## config.mk

```make
export PLATFORM = sky130hd
export DESIGN_NAME = inst_decode_unit
export DESIGN_NICKNAME = d
export VERILOG_FILES = /design/src/rtl/isa_pkg.sv /design/src/rtl/hazard_detect_unit.sv /design/src/rtl/inst_decode_unit.sv
export SDC_FILE = /design/constraint.sdc
export NUM_CORES = 1
export LEC_CHECK = 0
export BUFFER_PORTS_ARGS = -buffer_cell sky130_fd_sc_hd__buf_2
export CAP_MARGIN = 30
export CORE_ASPECT_RATIO = 1.4
export CORE_UTILIZATION = 40
export CTS_CLUSTER_SIZE = 20
export DETAILED_ROUTE_END_ITERATION = 8
export GPL_TIMING_DRIVEN = 0
export PLACE_DENSITY = 0.74
export SETUP_SLACK_MARGIN = 0.05
export SYNTH_ARGS = -nofsm -noshare
export SYNTH_HDL_FRONTEND = slang
export SYNTH_SLANG_ARGS = --single-unit
```

## constraint.sdc

```tcl
create_clock -name clk -period 3.6 [get_ports clk]
set_input_delay 0.72 -clock clk [delete_from_list [all_inputs] [get_ports clk]]
set_output_delay 0.72 -clock clk [all_outputs]
set_load 0.005 [all_outputs]
```

## src/rtl/isa_pkg.sv

```systemverilog
// isa_pkg: shared definitions for the 16-bit core decode stage.
//   Contents: opcode constants, the decoded-instruction record and its decode
//   function, the decode FSM state encoding and the forwarding-select encodings.
package isa_pkg;

   localparam logic [3:0] OP_ADD  = 4'h1;
   localparam logic [3:0] OP_SHR  = 4'h7;
   localparam logic [3:0] OP_ADDI = 4'h8;
   localparam logic [3:0] OP_LDI  = 4'h9;
   localparam logic [3:0] OP_LD   = 4'hA;
   localparam logic [3:0] OP_ST   = 4'hB;
   localparam logic [3:0] OP_BEQZ = 4'hC;
   localparam logic [3:0] OP_JMP  = 4'hD;
   localparam logic [3:0] OP_JR   = 4'hE;
   localparam logic [3:0] OP_HALT = 4'hF;

   typedef enum logic [1:0] {ST_RUN = 2'd0, ST_FLUSH = 2'd1, ST_HALT = 2'd2} state_t;

   localparam logic [1:0] FWD_RF  = 2'b00;
   localparam logic [1:0] FWD_EX  = 2'b01;
   localparam logic [1:0] FWD_MEM = 2'b10;

   typedef struct packed {
      logic [3:0]  op;
      logic [3:0]  dst;
      logic [3:0]  srca;
      logic [3:0]  srcb;
      logic [15:0] imm;
      logic        reg_wr;
      logic        mem_rd;
      logic        mem_wr;
      logic        branch;
      logic        jump;
      logic        jr;
   } dec_t;

   // {operand A used, operand B used}
   function automatic logic [1:0] src_use(input logic [3:0] op);
      return {op inside {[OP_ADD:OP_ADDI], OP_LD, OP_ST, OP_BEQZ, OP_JR},
              op inside {[OP_ADD:OP_SHR], OP_ST}};
   endfunction

   // Unused operand slots and the destination of non-writing ops carry 0.
   function automatic dec_t decode(input logic [3:0] op, input logic [3:0] rd,
                                   input logic [3:0] rs1, input logic [3:0] rs2,
                                   input logic [7:0] imm_off);
      logic [1:0] u;
      dec_t d;
      u        = src_use(op);
      d.op     = op;
      d.reg_wr = op inside {[OP_ADD:OP_LD]};
      d.dst    = d.reg_wr ? rd : 4'h0;
      d.srca   = !u[1] ? 4'h0 : (op == OP_ADDI || op == OP_BEQZ) ? rd : rs1;
      d.srcb   = !u[0] ? 4'h0 : (op == OP_ST) ? rd : rs2;
      d.imm    = (op inside {OP_ADDI, OP_BEQZ, OP_JMP}) ? {{8{imm_off[7]}}, imm_off} :
                 (op == OP_LDI) ? {8'h00, imm_off} : 16'h0000;
      d.mem_rd = op == OP_LD;
      d.mem_wr = op == OP_ST;
      d.branch = op == OP_BEQZ;
      d.jump   = op == OP_JMP;
      d.jr     = op == OP_JR;
      return d;
   endfunction

endpackage

```

## src/rtl/hazard_detect_unit.sv

```systemverilog
// hazard_detect_unit: combinational match of ID source registers against EX/MEM destinations.
//   In : srca/srcb + use_a/use_b (ID sources), ex_valid/ex_reg_wr/ex_dst (EX stage),
//        ex_mem_rd (FWD_SEL_EN only), mem_dst/mem_wr (MEM stage)
//   Out: stall, fwd_a/fwd_b (FWD_SEL_EN only)
//   Macro FWD_SEL_EN: forward from EX/MEM and stall only on load-use;
//   otherwise stall on any EX or MEM match.
module hazard_detect_unit
   import isa_pkg::*;
(
   input  logic [3:0] srca,
   input  logic [3:0] srcb,
   input  logic       use_a,
   input  logic       use_b,
   input  logic       ex_valid,
   input  logic       ex_reg_wr,
`ifdef FWD_SEL_EN
   input  logic       ex_mem_rd,
   output logic [1:0] fwd_a,
   output logic [1:0] fwd_b,
`endif
   input  logic [3:0] ex_dst,
   input  logic [3:0] mem_dst,
   input  logic       mem_wr,
   output logic       stall
);

   logic ex_a, ex_b, mem_a, mem_b;

   assign ex_a  = use_a && ex_valid && ex_reg_wr && srca == ex_dst;
   assign ex_b  = use_b && ex_valid && ex_reg_wr && srcb == ex_dst;
   assign mem_a = use_a && mem_wr && srca == mem_dst;
   assign mem_b = use_b && mem_wr && srcb == mem_dst;

`ifdef FWD_SEL_EN
   // A load's data is not ready until MEM finishes, so only that case stalls.
   assign stall = ex_mem_rd && (ex_a || ex_b);
   assign fwd_a = ex_a ? FWD_EX : mem_a ? FWD_MEM : FWD_RF;
   assign fwd_b = ex_b ? FWD_EX : mem_b ? FWD_MEM : FWD_RF;
`else
   assign stall = ex_a || ex_b || mem_a || mem_b;
`endif

endmodule

```

## src/rtl/inst_decode_unit.sv

```systemverilog
// inst_decode_unit: decode stage; decodes IR fields into the ID/EX register,
//   stalls fetch on hazards, squashes wrong-path instructions, stops on HALT.
//   In : clk, rst_n (async, active-low), opcode/rd/rs1/rs2/imm_off (IR fields),
//        ex_br_taken, mem_dst/mem_wr (MEM-stage destination)
//   Out: pc_inc/ir_wr (to fetch), idex_* (ID/EX register), idex_fwd_a/b
//        (FWD_SEL_EN only), halted (sticky)
//   Macro FWD_SEL_EN: enables forwarding selects; default build stalls instead.
module inst_decode_unit
   import isa_pkg::*;
(
   input  logic        clk,
   input  logic        rst_n,
   input  logic [3:0]  opcode,
   input  logic [3:0]  rd,
   input  logic [3:0]  rs1,
   input  logic [3:0]  rs2,
   input  logic [7:0]  imm_off,
   input  logic        ex_br_taken,
   input  logic [3:0]  mem_dst,
   input  logic        mem_wr,
   output logic        pc_inc,
   output logic        ir_wr,
   output logic        idex_valid,
   output logic [3:0]  idex_op,
   output logic [3:0]  idex_dst,
   output logic [3:0]  idex_srca,
   output logic [3:0]  idex_srcb,
   output logic [15:0] idex_imm,
   output logic        idex_reg_wr,
   output logic        idex_mem_rd,
   output logic        idex_mem_wr,
   output logic        idex_branch,
   output logic        idex_jump,
   output logic        idex_jr,
`ifdef FWD_SEL_EN
   output logic [1:0]  idex_fwd_a,
   output logic [1:0]  idex_fwd_b,
`endif
   output logic        halted
);

   state_t     state, state_nx;
   dec_t       d, ex;
   logic [1:0] u;
   logic       stall, bubble;

   assign d = decode(opcode, rd, rs1, rs2, imm_off);
   assign u = src_use(opcode);

`ifdef FWD_SEL_EN
   logic [1:0] fwd_a, fwd_b;
`endif

   hazard_detect_unit u_hdu (
      .srca      (d.srca),
      .srcb      (d.srcb),
      .use_a     (u[1]),
      .use_b     (u[0]),
      .ex_valid  (idex_valid),
      .ex_reg_wr (ex.reg_wr),
`ifdef FWD_SEL_EN
      .ex_mem_rd (ex.mem_rd),
      .fwd_a     (fwd_a),
      .fwd_b     (fwd_b),
`endif
      .ex_dst    (ex.dst),
      .mem_dst   (mem_dst),
      .mem_wr    (mem_wr),
      .stall     (stall)
   );

   // Priority: HALT state, flush slot, taken branch, stall, HALT decode, normal.
   // A taken branch keeps fetch running so the target gets loaded.
   always_comb begin
      state_nx = state;
      bubble   = 1'b1;
      pc_inc   = 1'b1;
      if (state == ST_HALT)
         pc_inc = 1'b0;
      else if (state == ST_FLUSH)
         state_nx = ST_RUN;
      else if (ex_br_taken)
         state_nx = ST_FLUSH;
      else if (stall)
         pc_inc = 1'b0;
      else if (opcode == OP_HALT) begin
         state_nx = ST_HALT;
         pc_inc   = 1'b0;
      end else
         bubble = 1'b0;
   end

   always_ff @(posedge clk or negedge rst_n) begin
      if (!rst_n) begin
         state      <= ST_RUN;
         idex_valid <= 1'b0;
         ex         <= '0;
`ifdef FWD_SEL_EN
         idex_fwd_a <= FWD_RF;
         idex_fwd_b <= FWD_RF;
`endif
      end else begin
         state      <= state_nx;
         idex_valid <= !bubble;
         ex         <= bubble ? '0 : d;
`ifdef FWD_SEL_EN
         idex_fwd_a <= bubble ? FWD_RF : fwd_a;
         idex_fwd_b <= bubble ? FWD_RF : fwd_b;
`endif
      end
   end

   assign ir_wr       = pc_inc;
   assign halted      = state == ST_HALT;
   assign idex_op     = ex.op;
   assign idex_dst    = ex.dst;
   assign idex_srca   = ex.srca;
   assign idex_srcb   = ex.srcb;
   assign idex_imm    = ex.imm;
   assign idex_reg_wr = ex.reg_wr;
   assign idex_mem_rd = ex.mem_rd;
   assign idex_mem_wr = ex.mem_wr;
   assign idex_branch = ex.branch;
   assign idex_jump   = ex.jump;
   assign idex_jr     = ex.jr;

endmodule

```

# ---- Yosys cells after proc, flatten, opt, wreduce, memory -nomap -nowiden
# Index checks and enable logic that the tools add are counted.
dict set report totals {
  in_bits 32
  out_inout_bits 42
  register_bits 41
}
dict set report op_classes {
  bitwise 1
  eq_ne 15
  magnitude_cmp 4
  reduce_logical 23
  n_mux 22
}
# op count
set ops {}
lappend ops {{two-way mux 38 bit} 1}
lappend ops {{equality test 4 bit (second input constant)} 8}
lappend ops {{two-way mux 4 bit} 5}
lappend ops {{equality test 4 bit} 4}
lappend ops {{two-way mux 16 bit} 1}
lappend ops {{logical AND 1 bit} 13}
lappend ops {{two-way mux 1 bit} 10}
lappend ops {{<= comparator 4 bit (second input constant)} 2}
lappend ops {{two-way mux 2 bit} 4}
lappend ops {{two-way mux 8 bit} 1}
lappend ops {{nonzero test 3 bit} 2}
lappend ops {{nonzero test 5 bit} 1}
lappend ops {{greater-or-equal comparator 4 x 1 -> 1 bit (second input constant)} 1}
lappend ops {{<= comparator 4 x 3 -> 1 bit (second input constant)} 1}
lappend ops {{logical OR 1 bit} 4}
lappend ops {{!= test 3 x 2 -> 1 bit (second input constant)} 1}
lappend ops {{AND reduction 3 bit} 1}
lappend ops {{equality test 2 x 1 -> 1 bit (second input constant)} 1}
lappend ops {{equality test 2 bit (second input constant)} 1}
lappend ops {{nonzero test 2 bit} 1}
lappend ops {{zero test 1 bit} 1}
lappend ops {{NOT 1 bit} 1}

# ---- Longest topological paths before layout
# Gate-level depths: netlist (run 1).
dict set report logic_depth {
  ltp_word 14
  depth_mapped 10
  mapped_depth_nobuf 7
}

# ---- Hierarchy
# Synthesis (run 1) repeated with hierarchy kept, for this count alone.
dict set report unflattened {
  cells_unflattened 163
  hier_area_um2 1660.3
}
# mod seq_area_each_um2 cells_each area_per_inst_um2 n_inst
set modules_own_cells {}
lappend modules_own_cells {inst_decode_unit 850.8 138 1465.2 1}
lappend modules_own_cells {hazard_detect_unit 0.0 25 195.2 1}

# ---- Least setup slack after synthesis (run 1)
# Ideal clock, no wire load.
dict set report synth_path {
  kind {input -> output}
  start {input opcode[0]}
  end {output pc_inc}
  setup_slack_ps 166
  t_required_ps 2880
  path_stages 10
  arrival_ps 2714
  cell_sequence {buf_6 nand2_1 o2bb2ai_1 a22o_2 xnor2_1 and4_1 or4_1 buf_2 o21ai_0 buf_4}
}
dict set report synth_between {
  elab_chain_cells 13
}
# item line_no
set synth_lines {}
lappend synth_lines {{from (decl)} inst_decode_unit.sv:13} ;# input logic [3:0] opcode,
lappend synth_lines {{greater-or-equal comparator 4 x 1 -> 1 bit (tied with other cells)} {isa_pkg.sv:39, isa_pkg.sv:40}}
lappend synth_lines {{logical AND 1 bit (tied with other cells)} isa_pkg.sv:39} ;# return {op inside {[OP_ADD:OP_ADDI], OP_LD, OP_ST, OP_BEQZ, OP_JR},
lappend synth_lines {{nonzero test 5 bit (tied with other cells)} isa_pkg.sv:39}
lappend synth_lines {{two-way mux 4 bit (tied with other cells)} isa_pkg.sv:53} ;# d.srca = !u[1] ? 4'h0 : (op == OP_ADDI || op == OP_BEQZ) ? rd : rs1;
lappend synth_lines {{equality test 4 bit (tied with other cells)} hazard_detect_unit.sv:29} ;# assign ex_a = use_a && ex_valid && ex_reg_wr && srca == ex_dst;
lappend synth_lines {{logical AND 1 bit (on tied branches)} {hazard_detect_unit.sv:29, hazard_detect_unit.sv:30}}
lappend synth_lines {{logical OR 1 bit (3 in series)} hazard_detect_unit.sv:40} ;# assign stall = ex_a || ex_b || mem_a || mem_b;
lappend synth_lines {{two-way mux 1 bit (*)} inst_decode_unit.sv:84} ;# else if (stall)
lappend synth_lines {{two-way mux 1 bit (*)} inst_decode_unit.sv:82} ;# else if (ex_br_taken)
lappend synth_lines {{two-way mux 1 bit (*)} inst_decode_unit.sv:80} ;# else if (state == ST_FLUSH)
lappend synth_lines {{two-way mux 1 bit (*)} inst_decode_unit.sv:78} ;# if (state == ST_HALT)
lappend synth_lines {{to (decl)} inst_decode_unit.sv:21} ;# output logic pc_inc,
# Mark *: on every way between the ends. The rest lies on a longest branch, timed or not.

# ---- Worst setup path in the final report (run 1)
# Ends and elaborated chain as after synthesis.

==> results of run 1 <==
[power groups by stage]
stage                     logic (mW)  registers, mW  clock network [mW]
after global placement         0.112          0.389                   0
after CTS                      0.128          0.382               0.430
after global routing           0.154          0.381               0.447
after floorplan               0.0695          0.389                   0
final                          0.142          0.382               0.425
after detailed placement       0.114          0.389                   0
[kinds of logic (layout without fill, tap and decap cells)]
group                     Yosys count  after routing  synth area share
and+or+nand+nor                    90             90            0.3287
DFF                                34             34            0.4323
buffers and inverters              24            114           0.08201
AOI/OAI and AO/OA                  22             22           0.07565
xor gates and xnor gates           16             16           0.07120
muxes                               2              2           0.01017
[synth_stat cells, drive strengths merged (3+ instances only)]
cell,count
nand2,24
nor3,24
buf,17
xor2,12
clkbuf,5
dfrtp,34
o21ai,8
nor3b,9
nor2b,3
a22o,3
nand3,7
a21oi,5
nor2,6
xnor2,4
nor4,5
nand2b,3
[worst paths after layout]
kind,from,end,slack [ps],cells after the start
setup / recovery,opcode[0],pc_inc,110,11
hold / removal,rst_n,idex_imm[0],480,1
setup reg to reg,idex_dst[1],idex_dst[3],1490,9
hold reg to reg,state[0],state[0],540,2
max in group asynchronous,rst_n,idex_dst[0],2640,1
min in group clk,state[0],state[0],540,2
[critical path: stages]
cell	delay, ps
buf_8	100
buf_8	130
nor3b_4	330
a22o_1	260
xor2_1	180
nor4_1	80
or4_4	510
buf_6	150
o21ai_2	110
buf_4	120
buf_6	80
[routing by layer]
| layer | routed length [um] | up-vias |
|---|---|---|
| met4 | 108 | 0 |
| met5 | 0 | - |
| met3 | 323 | 11 |
| met1 | 1894 | 834 |
| met2 | 2542 | 70 |
| li1 | - | 822 |
[metrics by stage]
stage / power [mW] / std cells / instance area, sq um / utilization
6_report: 0.9488 / 340 / 2773 / 0.5970
5_1_grt: 0.9819 / 340 / 2773 / 0.5970
4_1_cts: 0.9401 / 334 / 2661 / 0.5730
3_5_place_dp: 0.5028 / 323 / 2411 / 0.5191
3_3_place_gp: 0.5011 / 323 / 2411 / 0.5191
2_1_floorplan: 0.4588 / 188 / 1968 / -
[area by class of cell]
| type | count | area, sq um | area share |
|---|---|---|---|
| multi-input cells | 130 | 1070 | 0.3858 |
| well taps | 62 | 77.57 | 0.02798 |
| plain buffers | 22 | 177.7 | 0.06408 |
| flip-flops and latches | 34 | 850.8 | 0.3069 |
| clock buffers | 5 | 68.82 | 0.02482 |
| inverters | 2 | 7.507 | 0.002708 |
| repair buffers | 82 | 451.7 | 0.1629 |
| clock inverters | 3 | 68.82 | 0.02482 |
[state kept, by name, indices dropped and copies added, names as in the netlist, 2 cells and up]
signal / count
idex_op: 4
idex_imm: 9
idex_srca: 4
state: 2
idex_dst: 4
idex_srcb: 4
[timing repair]
item / 4_1_cts / 5_1_grt
hold buffers: 0 / 0
cloned: 0 / 0
pin swaps: 2 / 10
setup buffers: 3 / 7
resized for setup: 19 / 16
endpoints found under the setup margin: 2 / 2
hold endpoints to repair: 0 / 0
==> impl_metrics.yaml, run 1 <==
power:
  p_per_area_nw_per_um2: 342.2
  ir_drop_uv: 215.0
  power.switching_mw: 0.2276
  swShare: 0.2399
  share_comb_of_total_power: 0.150
  leakagePower_nw: 1.362
  pwr-share-clk: 0.448
  p_seq_frac: 0.402
  internal_power_mw: 0.7211
cts:
  numClockSinks: 34
  cts_made_buffers: 5
  tritoncts: "yes"
  clock_path_buffers: 2
  path_clk_slew_ps: 80
  root_buffer: "clkbuf_8"
  clock_latency_ps: 300
  htree_num_levels: 2
synthesis:
  syn-num-nets: 220
  synth-edff-count: 0
  async_flop_share: 1.000
  synth_area_sq_um: 1968
  synth_top_cell_by_area: "dfrtp_1"
  yosysWarnings: 0
  synth_ff_type: "dfrtp_1"
  synth_cell_type_count: 39
  ys_seq_area_frac: 0.4323
  ys_seq_elements: 34
  synth.area.top_cells: "dfrtp_1, nor3_2, xor2_1"
  netlist.area_leader.share: 0.4323
  postSynthCellCount: 188
  synth_area_per_cell_sq_um: 10.47
timing:
  slew_viol_final: 0
  rsz0062_at_grt: "true"
  tightest_slew_ps: 744.6
  period_share: 0.9692
  final.setup.worst_slack_ps: 110.8
  timing.hold.ws_ps: 476.4
  fmax_mhz: 286.6
  finalSetupTns_ps: 0
  maxSlewHeadroom: 0.5036
  post-route-min-period_ps: 3489
  setup_viol: 0
  hold_viol_final: 0
  fin_skew_ps: 10.22
detailed_routing:
  wire_per_inst_um: 14.32
  drc_errors: 0
  routed_wl_mm: 4.868
  dr.first_iter.drc_count: 29
  num_vias: 1737
  first_pass_iters: 4
  viasPerCell: 5.109
  final_antenna_net_count: 0
global_routing:
  antenna_found_initial: 0
  grt.busiest_layer: "met2"
  grt_overflow_total: 0
  grtUsageTotal: 0.1983
  use_met3: 0.05335
  grt_util_met2: 0.3340
  use_met1: 0.2319
  grt_max_degree: 35
  grt_first_pass_wirelength_mm: 7.645
  grt_pass1_vias: 1696
finish:
  drive_gt1_frac: 0.5612
  mostFrequentLayoutCells: "buf_2, dfrtp_1, nand2_1, nor3_2, buf_4"
  final_common_cell: "buf_2"
  nets: 309
  n_antenna_cell: 0
  fillerInstances: 399
  syn2layout_area_growth_pct: 40.88
critical_path:
  required_ps: 2880
  startpoint_type: "primary input"
  path_max_fanout: 8
  crit_type: "in -> out"
  crit_arrival_ps: 2770
  endpoint_kind: "output port"
floorplanning:
  fp.dieW_um: 61.29
  start_util: 0.4238
  die_area_sq_um: 5209
  die_h_um: 85.00
  core-area_sq_um: 4644
  rows: 29
  io_pins: 74
placement:
  gp_congestion: 0.8875
  detailed_place_hpwl_mm: 3.411
  io_buffers: 73
  dp_slack_ps: -183.2
status:
  status: "complete, no violations"
run:
  max-cap-violations: 0
min_path:
  worstHoldPathType: "in -> async"
Note: power is estimated with default switching activity, not from simulation.
==> inputs of run 2 (changes only) <==
--- a/config.mk
+++ b/config.mk
@@ -8,12 +8,13 @@
 export BUFFER_PORTS_ARGS = -buffer_cell sky130_fd_sc_hd__buf_2
 export CAP_MARGIN = 30
 export CORE_ASPECT_RATIO = 1.4
-export CORE_UTILIZATION = 40
+export CORE_UTILIZATION = 45
 export CTS_CLUSTER_SIZE = 20
 export DETAILED_ROUTE_END_ITERATION = 8
 export GPL_TIMING_DRIVEN = 0
-export PLACE_DENSITY = 0.74
+export PLACE_DENSITY = 0.81
 export SETUP_SLACK_MARGIN = 0.05
+export SKIP_LAST_GASP = 1
 export SYNTH_ARGS = -nofsm -noshare
 export SYNTH_HDL_FRONTEND = slang
 export SYNTH_SLANG_ARGS = --single-unit
==> run 2 against run 1 <==
- the run now ends with DRC left
- utilization is 2.8 points higher
- fmax hardly changed
- first-iteration DRC count is 34% higher
- final area is 5.3% lower
- critical path type unchanged
- largest cell class unchanged
==> impl_metrics.yaml, run 2 (synthesis gave the netlist of run 1 again) <==
critical_path:
  cp.buffers_inverters: 5
  crit_path_max_incr_delay_ps: 450
  crit_type: "in -> out"
  path_max_fanout: 8
  crit_arrival_ps: 2770
  ff2ff_setup_slack_ps: 1460
  endpoint_kind: "output port"
  cpLargestDelayFamily: "simple AND/OR/NAND/NOR gates"
  startpoint_type: "primary input"
  reg2regPathDepth: 8
  required_ps: 2880
  crit_chain: "buf_2, buf_8, nor3b_4, buf_4, a21oi_1, a21oi_1, nor3_1, and4_1, or4_4, o21ai_4, buf_4, buf_2"
  slowest_stage: "or4_4"
  path_depth: 12
global_routing:
  grt_max_degree: 35
  grtUsageTotal: 0.2086
  antenna_found_initial: 0
  grt_overflow_total: 0
  grt_first_pass_wirelength_mm: 7.286
  grt_pass1_vias: 1635
min_path:
  worstHoldPathType: "in -> async"
floorplanning:
  core-area_sq_um: 4204
  die_area_sq_um: 4646
  start_util: 0.4682
  die_h_um: 80.25
  io_pins: 74
  fp.dieW_um: 57.90
  rows: 28
run:
  max-cap-violations: 0
cts:
  clock_path_buffers: 2
  cts_made_buffers: 5
  cts-hold-fix-buffers: 0
  clock_latency_ps: 290
  htree_num_levels: 2
  path_clk_slew_ps: 70
  root_buffer: "clkbuf_8"
  tritoncts: "yes"
  numClockSinks: 34
timing:
  slew_viol_final: 0
  rsz0062_at_grt: "false"
  hold_viol_final: 0
  fin_skew_ps: 3.195
  tightest_slew_ps: 755.1
  maxSlewHeadroom: 0.4966
  final.setup.worst_slack_ps: 107.9
  post-route-min-period_ps: 3492
  setup_viol: 0
  period_share: 0.9700
  fmax_mhz: 286.4
power:
  ir_drop_uv: 167.7
  swShare: 0.2661
  p_per_area_nw_per_um2: 306.8
  leakagePower_nw: 1.302
  pwr-share-clk: 0.362
  internal_power_mw: 0.5914
  power.switching_mw: 0.2144
  share_comb_of_total_power: 0.164
  p_seq_frac: 0.474
detailed_routing:
  viasPerCell: 5.261
  drc_errors: 9
  final_antenna_net_count: 0
  dr.first_iter.drc_count: 39
  first_pass_iters: 6
  routed_wl_mm: 4.632
  wire_per_inst_um: 14.57
  num_vias: 1673
finish:
  fin_cells: 318
  final_common_cell: "buf_2"
  fin_util: 0.6247
  design_area_sq_um: 2626
  largest_register_ffs: 9
  syn2layout_area_growth_pct: 33.44
  n_antenna_cell: 0
  drive_gt1_frac: 0.5458
  mostFrequentLayoutCells: "buf_2, dfrtp_1, nand2_1, nor3_2, buf_4"
  nets: 304
status:
  violations: "DRC"
  status: "finished with violations"
placement:
  io_buffers: 73
  gp_congestion: 0.8951
  placed_cells_incl_taps: 306
  place_area_sq_um: 2390
  dp_slack_ps: -177.4
  detailed_place_hpwl_mm: 3.203
[run 2: through the flow]
step	hold WS, ps	TNS, ps	total power [mW]
after floorplan	424.4	0	0.4588
after global placement	501.8	-216.8	0.5008
after detailed placement	516.5	-271.4	0.5023
after CTS	524.3	0	0.8079
after global routing	564.5	0	0.8376
final	495.3	0	0.8058
[run 2: metal layers]
metal | vias to the layer above | GRT usage | part of all wire
li1 | 809 | - | -
met4 | 0 | 0.1071 | 0.024
met1 | 779 | 0.2392 | 0.42
met2 | 74 | 0.3494 | 0.49
met3 | 11 | 0.05797 | 0.062
met5 | - | 0 | 0
[run 2: worst reg2reg max path: stages, from the launching register on]
cell	delay (ps)
dfrtp_1	450
xnor2_1	170
a21oi_1	190
nor3_1	90
and4_1	190
or4_4	450
buf_4	190
buf_6	150
nor3_2	180
[run 2: path summary, 6_finish.rpt]
kind                                      to        start
min in group clk                    state[0]     state[0]
worst min register to register      state[0]     state[0]
worst max register to register   idex_dst[3]  idex_dst[1]
worst max-delay path                  pc_inc    opcode[0]
max in group asynchronous       idex_srca[0]        rst_n
worst min-delay path             idex_branch        rst_n
[run 2: repair_timing]
item                       4_1_cts  5_1_grt
pin swaps                        2        4
buffers inserted                 3        3
setup endpoints to repair        2        2
resized for setup               16        8
[run 2: layout make-up]
type	count	area (sq um)
fillers	360	1578
multi-input cells	130	1061
flip-flops and latches	34	850.8
repair buffers	78	402.9
plain buffers	21	156.4
clock buffers	7	86.33
well taps	45	56.30
inverters	2	7.507
clock inverters	1	5.005
[run 2: power by group through the flow]
stage	Combinational (mW)	Sequential, mW	Clock [mW]
5_1_grt	0.145	0.382	0.311
4_1_cts	0.127	0.382	0.299
3_3_place_gp	0.112	0.389	0
3_5_place_dp	0.113	0.389	0
6_report	0.133	0.382	0.291
2_1_floorplan	0.0695	0.389	0
==> inputs of run 3 (changes only) <==
--- a/config.mk
+++ b/config.mk
@@ -12,9 +12,10 @@
 export CTS_CLUSTER_SIZE = 20
 export DETAILED_ROUTE_END_ITERATION = 8
 export GPL_TIMING_DRIVEN = 0
-export PLACE_DENSITY = 0.81
+export PLACE_DENSITY = 0.84
 export SETUP_SLACK_MARGIN = 0.05
 export SKIP_LAST_GASP = 1
 export SYNTH_ARGS = -nofsm -noshare
 export SYNTH_HDL_FRONTEND = slang
+export SYNTH_HIERARCHICAL = 1
 export SYNTH_SLANG_ARGS = --single-unit
==> run 3 against run 2 <==
- the flow finishes with violations (setup timing)
- clock-buffer cell count down 1
- sequential share of layout area hardly changed
- die area decreased by 15%
- non-clock buffer count is 13 higher
- register-to-register slack worse by 440 ps
- largest cell class unchanged
==> impl_metrics.yaml, run 3 <==
detailed_routing:
  wire_per_inst_um: 18.24
  wl_met3_um: 518
  top_layer: "met4"
  final_antenna_net_count: 0
  first_pass_iters: 7
  routed_wl_mm: 5.636
  num_vias: 1754
  dr.first_iter.drc_count: 104
  drc_errors: 0
  wl_met1_mm: 1.963
  met2_length_mm: 2.877
  viasPerCell: 5.676
cts:
  tritoncts: "yes"
  clock_path_buffers: 2
  numClockSinks: 34
  clock_latency_ps: 300
  cts_made_buffers: 5
  root_buffer: "clkbuf_8"
  path_clk_slew_ps: 80
  cts-hold-fix-buffers: 0
  htree_num_levels: 2
timing:
  post-route-min-period_ps: 3631
  rsz0062_at_grt: "true"
  slew_viol_final: 0
  maxSlewHeadroom: 0.4937
  period_share: 1.008
  fin_skew_ps: 11.00
  hold_viol_final: 0
  setup_viol: 1
  fmax_mhz: 275.4
  tightest_slew_ps: 759.5
  final.setup.worst_slack_ps: -30.58
synthesis:
  synth_area_sq_um: 1660
  synth_ff_type: "dfrtp_1"
  ys_top_cells_by_count: "dfrtp_1, nand2_1, and2_1, xor2_1, a21oi_1"
  netlist.area_leader.share: 0.5124
  ys_seq_area_frac: 0.5124
  synth.most_common_cell: "dfrtp_1"
  postSynthCellCount: 163
  synth_cell_type_count: 36
  ys_seq_elements: 34
  yosysWarnings: 6
  synth_top_cell_by_area: "dfrtp_1"
  synth-edff-count: 0
  syn-num-nets: 195
  synth.area.top_cells: "dfrtp_1, xor2_1, and2_1"
  synth_area_per_cell_sq_um: 10.19
  async_flop_share: 1.000
global_routing:
  grt_overflow_total: 0
  grtUsageTotal: 0.2761
  grt_max_degree: 35
  antenna_found_initial: 0
  grt_first_pass_wirelength_mm: 7.486
  grt_pass1_vias: 1499
status:
  status: "finished with violations"
  violations: "setup timing"
floorplanning:
  start_util: 0.4825
  core-area_sq_um: 3441
  fp.dieW_um: 53.34
  rows: 25
  die_area_sq_um: 3940
  die_h_um: 73.87
  io_pins: 74
critical_path:
  path_max_fanout: 5
  endpoint_kind: "output port"
  r2r_end: "idex_srcb[2]"
  crit_type: "in -> out"
  ff2ff_setup_slack_ps: 1020
  startpoint_type: "primary input"
  crit_arrival_ps: 2910
  required_ps: 2880
  r2r_start: "idex_dst[1]"
  reg2regPathDepth: 8
power:
  p_per_area_nw_per_um2: 467.6
  ir_drop_uv: 411.5
  leakagePower_nw: 1.414
run:
  max-cap-violations: 0
placement:
  io_buffers: 73
  detailed_place_hpwl_mm: 2.939
  gp_congestion: 0.8614
  dp_slack_ps: -289.6
finish:
  n_antenna_cell: 0
  final_common_cell: "buf_2"
  fillerInstances: 232
  syn2layout_area_growth_pct: 57.95
  mostFrequentLayoutCells: "buf_2, dfrtp_1, buf_4"
  largest_register_ffs: 9
  drive_gt1_frac: 0.5725
  nets: 300
  fin_util: 0.7622
min_path:
  worstHoldPathType: "in -> async"
## run 3: per-stage QoR
step	area (sq um)	cells	total power, mW	hold WS [ps]	TNS, ps
2_1_floorplan	1660	163	0.6870	424.4	0
4_1_cts	2432	306	1.154	507.7	0
6_report	2623	309	1.226	486.7	-30.58
3_3_place_gp	2076	276	0.8216	604.3	-387.6
3_5_place_dp	2076	276	0.8305	609.2	-603.2
5_1_grt	2623	309	1.280	534.4	-99.18
## run 3: kinds of logic after synthesis
| group | after synthesis | share of synthesized area |
|---|---|---|
| flops | 34 | 0.5124 |
| buf+inv | 19 | 0.06857 |
| xor+xnor | 17 | 0.09420 |
| compound gates | 26 | 0.09947 |
| simple gates | 67 | 0.2253 |
## run 3: critical path, cell delays in order
cell,delay [ps]
buf_8,100
buf_8,130
buf_4,130
buf_4,130
nand2_1,80
a21oi_2,60
a31oi_1,290
nand3_1,190
nor4_2,320
or4_4,190
inv_2,40
a221oi_2,210
nor2_1,80
buf_4,140
buf_6,100
## run 3: layout make-up
cell class / instances / area, sq um / share of cell area
multi-input cells: 110 / 875.8 / 0.3340
repair buffers: 100 / 625.6 / 0.2385
clock inverters: 2 / 12.51 / 0.004771
plain buffers: 12 / 106.4 / 0.04055
clock buffers: 6 / 82.58 / 0.03149
inverters: 5 / 18.77 / 0.007156
flip-flops and latches: 34 / 850.8 / 0.3244
well taps: 40 / 50.05 / 0.01908
## run 3: how the worst max path moves through the flow
| stage | from | end | slack [ps] | depth (start not counted) |
|---|---|---|---|---|
| 4_1_cts | opcode[2] | pc_inc | 50 | 14 |
| 5_1_grt | opcode[2] | pc_inc | -80 | 13 |
| 2_1_floorplan | opcode[2] | pc_inc | 260 | 12 |
| 3_3_place_gp | opcode[2] | pc_inc | -230 | 13 |
| 3_5_place_dp | opcode[2] | pc_inc | -290 | 13 |
| 6_report | opcode[0] | pc_inc | -30 | 15 |
## run 3: what timing repair did
item | 4_1_cts | 5_1_grt
setup endpoints to repair | 2 | 3
pin swaps | 12 | 21
buffers inserted | 24 | 3
gates cloned | 0 | 1
resized for setup | 24 | 33
## run 3: power breakdown
group | total, mW | switching (mW) | internal (mW) | leakage, nW
clock network | 0.304 | 0.151 | 0.154 | 0.0472
registers | 0.496 | 0.0502 | 0.446 | 0.463
logic | 0.426 | 0.225 | 0.200 | 0.904
total | 1.23 | 0.426 | 0.800 | 1.41
## run 3: per-layer routing
metal | GRT usage | up-vias
li1 | - | 757
met1 | 0.3087 | 821
met2 | 0.4583 | 146
met3 | 0.07453 | 30
met4 | 0.1579 | 0
met5 | 0 | -
